$ cat config.mk
export PLATFORM = sky130hd
export DESIGN_NAME = instr_fetcher
export DESIGN_NICKNAME = d
export VERILOG_FILES = /design/src/rtl/instr_fetcher_pkg.sv /design/src/rtl/instr_fetcher_next_pc_calc.sv /design/src/rtl/instr_fetcher.sv
export SDC_FILE = /design/constraint.sdc
export NUM_CORES = 1
export LEC_CHECK = 0
export BUFFER_PORTS_ARGS = -buffer_cell sky130_fd_sc_hd__buf_2
export CAP_MARGIN = 25
export CORE_UTILIZATION = 52
export CTS_CLUSTER_DIAMETER = 50
export DETAILED_ROUTE_END_ITERATION = 7
export PLACE_DENSITY = 0.89
export REMOVE_ABC_BUFFERS = 1
export SLEW_MARGIN = 25
export SYNTH_ARGS = -nofsm -noshare
export SYNTH_HDL_FRONTEND = slang
export SYNTH_SLANG_ARGS = --single-unit
$ cat constraint.sdc
create_clock -name clk -period 5.9 [get_ports clk]
set_input_delay 0.295 -clock clk [delete_from_list [all_inputs] [get_ports clk]]
set_output_delay 0.295 -clock clk [all_outputs]
set_load 0.01 [all_outputs]
$ cat src/rtl/instr_fetcher_pkg.sv
// rtl/instr_fetcher_pkg.sv - shared opcode constants, FSM states and J-immediate decode for the fetcher
package instr_fetcher_pkg;

    // RV32 major opcode of JAL, the only control transfer predicted in the front end
    localparam logic [6:0] OP_JAL = 7'b1101111;

    typedef enum logic [2:0] {
        S_IDLE  = 3'd0,
        S_REQ   = 3'd1,
        S_WAIT  = 3'd2,
        S_HOLD  = 3'd3,
        S_DRAIN = 3'd4
    } fetch_state_e;

    // Sign-extended J-type immediate: {i[31], i[19:12], i[20], i[30:21], 0}
    function automatic logic [31:0] j_imm(input logic [31:0] instr);
        return {{11{instr[31]}}, instr[31], instr[19:12], instr[20], instr[30:21], 1'b0};
    endfunction

endpackage

$ cat src/rtl/instr_fetcher_next_pc_calc.sv
// rtl/instr_fetcher_next_pc_calc.sv - static next-PC prediction (JAL taken, everything else falls through)
import instr_fetcher_pkg::*;

module instr_fetcher_next_pc_calc (
    input  logic [31:0] pc,
    input  logic [31:0] instr,
    output logic [31:0] next_pc,
    output logic        pred_jump
);

    // JAL targets are known from the word itself; all other flow is corrected later by a RoB flush
    always_comb begin
        pred_jump = (instr[6:0] == OP_JAL);
        next_pc   = pred_jump ? (pc + j_imm(instr)) : (pc + 32'd4);
    end

endmodule

$ cat src/rtl/instr_fetcher.sv
// rtl/instr_fetcher.sv - single-outstanding-request instruction fetch unit with JAL prediction
import instr_fetcher_pkg::*;

module instr_fetcher #(
    parameter logic [31:0] RESET_PC = 32'h0
) (
    input  logic        clk,
    input  logic        rst,
    input  logic        rdy,
    input  logic        flush,
    input  logic [31:0] flush_pc,
    output logic        icache_req_valid,
    output logic [31:0] icache_req_addr,
    input  logic        icache_ready,
    input  logic        icache_resp_valid,
    input  logic [31:0] icache_resp_data,
    output logic        instr_valid,
    output logic [31:0] instr_out,
    output logic [31:0] instr_addr_out,
    output logic        pred_jump,
    input  logic        instr_issued
);

    fetch_state_e state, state_n;
    logic [31:0]  pc, pc_n;
    logic [31:0]  instr_out_n, instr_addr_n;
    logic         instr_valid_n, pred_jump_n;
    logic [31:0]  calc_pc;
    logic         calc_pj;

    instr_fetcher_next_pc_calc u_next_pc_calc (
        .pc        (pc),
        .instr     (icache_resp_data),
        .next_pc   (calc_pc),
        .pred_jump (calc_pj)
    );

    // Request is a pure function of state, so a frozen (rdy=0) fetcher keeps presenting the same request
    assign icache_req_valid = (state == S_REQ);
    assign icache_req_addr  = (state == S_REQ) ? {pc[31:2], 2'b00} : 32'h0;

    // State and output registers; reset overrides everything, rdy=0 is handled by next-state holding
    always_ff @(posedge clk) begin
        if (rst) begin
            state          <= S_IDLE;
            pc             <= RESET_PC;
            instr_valid    <= 1'b0;
            instr_out      <= 32'h0;
            instr_addr_out <= 32'h0;
            pred_jump      <= 1'b0;
        end else begin
            state          <= state_n;
            pc             <= pc_n;
            instr_valid    <= instr_valid_n;
            instr_out      <= instr_out_n;
            instr_addr_out <= instr_addr_n;
            pred_jump      <= pred_jump_n;
        end
    end

    // Next-state logic: flush beats the normal sequence; a flush while a request is in flight must drain it
    always_comb begin
        state_n       = state;
        pc_n          = pc;
        instr_valid_n = instr_valid;
        instr_out_n   = instr_out;
        instr_addr_n  = instr_addr_out;
        pred_jump_n   = pred_jump;
        if (rdy) begin
            if (flush) begin
                pc_n          = flush_pc;
                instr_valid_n = 1'b0;
                pred_jump_n   = 1'b0;
                if ((state == S_WAIT || state == S_DRAIN) && icache_resp_valid) begin
                    // The in-flight response lands in this very cycle and is dropped, nothing left to drain
                    state_n = S_REQ;
                end else if (state == S_WAIT || state == S_DRAIN ||
                             (state == S_REQ && icache_ready)) begin
                    state_n = S_DRAIN;
                end else begin
                    state_n = S_REQ;
                end
            end else begin
                case (state)
                    S_IDLE: state_n = S_REQ;
                    S_REQ: begin
                        if (icache_ready) state_n = S_WAIT;
                    end
                    S_WAIT: begin
                        if (icache_resp_valid) begin
                            instr_out_n   = icache_resp_data;
                            instr_addr_n  = pc;
                            instr_valid_n = 1'b1;
                            pc_n          = calc_pc;
                            pred_jump_n   = calc_pj;
                            state_n       = S_HOLD;
                        end
                    end
                    S_HOLD: begin
                        if (instr_issued) begin
                            instr_valid_n = 1'b0;
                            state_n       = S_REQ;
                        end
                    end
                    S_DRAIN: begin
                        if (icache_resp_valid) state_n = S_REQ;
                    end
                    default: state_n = S_IDLE;
                endcase
            end
        end
    end

    // A response with no request outstanding indicates a cache protocol error
    always_ff @(posedge clk) begin
        if (!rst && rdy) begin
            assert (!(icache_resp_valid && state != S_WAIT && state != S_DRAIN))
                else $error("instr_fetcher: icache response with no request outstanding");
        end
    end

endmodule

==> results.cfg <==
[logic_synthesis]
ys.flop_type = dfxtp_1
async_flop_share_pct = 0
ys_ff_latch = 101
synth.distinct_cells = 74
syn_area_mm2 = 0.00655
yosys_warnings = 0
synth_xor_area_share_pct = 5.48
netlist_instances = 898
muxShareOfSynthArea_pct = 0.611
synth_top_family_by_area = simple AND/OR/NAND/NOR gates
post_synth_and_or_nand_nor_area_fraction_pct = 26.6
yosysSeqAreaShare_pct = 30.9
syn_avg_cell_area_um2 = 7.30
synth-edff-count = 0
yosys.area_share.adder_pct = 6.22
synth-compound-area-share_pct = 25.6

[timing]
final-max-slew-violation-count = 0
setup_ws_ns = 2.83
final.setup.tns_ns = 0
fin_crit_sh_pct = 52.1
setup_viol = 0
fmax_mhz = 325
hold_viol_final = 0
slew_headroom_pct = 50.7
rsz0062_at_grt = false
worst_pin_slew_ns = 0.730
period_needed_ns = 3.07
fin_skew_ns = 0.00993

[final_layout]
areaGrowthSynthToFinish_pct = 18.1
final_cells = 1196
diodes = 0
fin_area_mm2 = 0.00774
fin_nets = 1126
drive_above_1_share_pct = 20.4

[floorplan]
dieArea_mm2 = 0.0131
core_area_mm2 = 0.0122
die_w_um = 114
start_util_pct = 53.9
row_count = 40
io_pins = 170
fp.dieH_um = 114

[worst_setup_path]
reg2reg_depth = 8
worstPathMaxFanout = 34
r2r_slack_ns = 2.83
cp.required_ns = 6.19
worst-setup-path-type = reg -> reg
cp-start-kind = flip-flop
r2r-start = state[1]
critPathArrivalTime_ns = 3.36
r2r-end = pc[23]
critPathCaptureType = flip-flop

[placed_design]
dp_cells = 1180
dp_worst_setup_slack_ns = 2.63
dp_hpwl_mm = 13.8
portBuffers = 167
globalplace.congestion = 0.908
place_area_mm2 = 0.00744

[hold_path]
hold_class = in -> reg
hold_end = instr_out[11]
hold-path-cell-count = 3
hp-start = icache_resp_data[11]

[clock_tree]
h-tree-depth = 3
clk_latency_ns = 0.36
postCtsSetupBuffers = 0
clockBufferDepth = 2
cts_sinks = 101
cts_tree = yes
clockRootBuffer = clkbuf_16
cts-resized-gates = 0
holdBufCountCts = 0
cts_buffers = 9
clkTransAtPathRegs_ns = 0.07

[global_routing]
grtUsageTotal_pct = 29.6
grt_pass1_wl_mm = 30.8
gr-total-overflow = 0
antenna_found_initial = 0
grt_max_degree = 58
grt_pass1_vias = 6484

[power]
leakage_nw = 3.37
ir_drop_mv = 0.172
power.density_mw_per_mm2 = 216

[detailed_routing]
via_per_inst = 5.89
vias = 7050
wl_per_cell_um = 15.9
dr.pass1.iters = 5
drc = 0
ant_nets = 0
first_iter_violations = 515
routed_wl_mm = 19.0

[status]
status = complete, no violations

[job]
cap_violations = 0
## placed cells by master (no fill, tap or decap), drive strengths merged, types with 6 or more instances in the layout
cell type / instances
xor2: 15
nand2b: 7
a21oi: 123
nand4: 13
a31oi: 12
nor2: 56
a221oi: 6
nand3: 22
a211oi: 23
nand2: 182
inv: 16
dfxtp: 101
xnor2: 26
and2: 36
nor3: 19
clkbuf: 10
buf: 175
or3: 7
o211ai: 13
ha: 31
a21o: 13
o21ai: 38
o31ai: 6
and3: 7
## flip-flops by register name, indices dropped and copies added, names as in the netlist
name	flops
pc	32
state	3
instr_out	32
pred_jump	1
instr_addr_out	32
instr_valid	1
## cells in the mapped netlist, drive strengths merged (6+ instances only)
| cell | number | area (um2) |
|---|---|---|
| nand2 | 182 | 683 |
| a21oi | 123 | 619 |
| dfxtp | 101 | 2020 |
| nor2 | 56 | 210 |
| clkbuf | 53 | 199 |
| o21ai | 38 | 194 |
| and2 | 36 | 229 |
| ha | 31 | 388 |
| xnor2 | 26 | 228 |
| a211oi | 23 | 178 |
| nand3 | 22 | 110 |
| nor3 | 19 | 106 |
| xor2 | 15 | 131 |
| inv | 14 | 52.6 |
| a21o | 13 | 97.6 |
| nand4 | 13 | 87.6 |
| o211ai | 13 | 97.6 |
| a31oi | 12 | 75.1 |
| buf | 9 | 46.3 |
| and3 | 7 | 43.8 |
| nand2b | 7 | 43.8 |
| or3 | 7 | 43.8 |
| a221oi | 6 | 52.6 |
| o31ai | 6 | 50.1 |
## cells by family (layout without fill, tap and decap cells)
| kind of cell | after synthesis | in the layout |
|---|---|---|
| XOR/XNOR | 41 | 41 |
| multiplexers | 4 | 4 |
| other | 1 | 2 |
| buffers and inverters | 77 | 206 |
| AND/OR/NAND/NOR | 371 | 371 |
| adder cells (fa/ha/maj) | 32 | 32 |
| flip-flops | 101 | 101 |
| AO/OA/AOI/OAI | 271 | 271 |
## metrics by stage
stage / utilization (%) / total power [W] / hold WS (ns)
after floorplan: - / 0.000958 / 0.364
after global placement: 61.2 / 0.00108 / 0.439
after detailed placement: 61.2 / 0.00108 / 0.444
after CTS: 63.6 / 0.00167 / 0.163
after global routing: 63.6 / 0.00174 / 0.171
final: 63.6 / 0.00167 / 0.169
## power by group
part | internal (W) | switching, W | total [W] | leakage (nW)
sequential | 0.000706 | 0.0000362 | 0.000742 | 0.822
combinational | 0.000134 | 0.000200 | 0.000334 | 2.40
clock | 0.000305 | 0.000286 | 0.000592 | 0.145
## final cells by class
class / count / area, um2
multi-input combinational: 721 / 4260
inverter: 15 / 56.3
sequential: 101 / 2020
timing repair buffer: 175 / 898
fill: 1134 / 4420
tap: 168 / 210
clock inverter: 6 / 55.1
clock buffer: 10 / 239
## metal layers
| metal | track usage [%] | vias up | wire, um | share of wire [%] |
|---|---|---|---|---|
| li1 | - | 3431 | - | - |
| met1 | 37.3 | 3252 | 7800 | 41 |
| met2 | 48.7 | 305 | 9060 | 48 |
| met3 | 5.93 | 62 | 1530 | 8.0 |
| met4 | 14.0 | 0 | 648 | 3.4 |
| met5 | 0 | - | 0 | 0 |
## how the worst max path moves through the flow
| stage | end | cells past startpoint | from |
|---|---|---|---|
| after floorplan | pc[23] | 6 | state[0] |
| final | pc[23] | 8 | state[1] |
| after CTS | pc[23] | 8 | state[1] |
| after global routing | pc[23] | 8 | state[1] |
| after detailed placement | pc[25] | 8 | flush |
| after global placement | pc[25] | 8 | flush |
## worst max-delay path: stages (launching register included)
cell and delay [ns]:
dfxtp_1 0.50, nor4bb_1 0.40, o21a_1 0.17, buf_4 0.30, nand2_2 0.44, buf_4 0.43
nor2_1 0.41, nand3_1 0.15, a31oi_1 0.18
(Power assumes the default switching activity.)
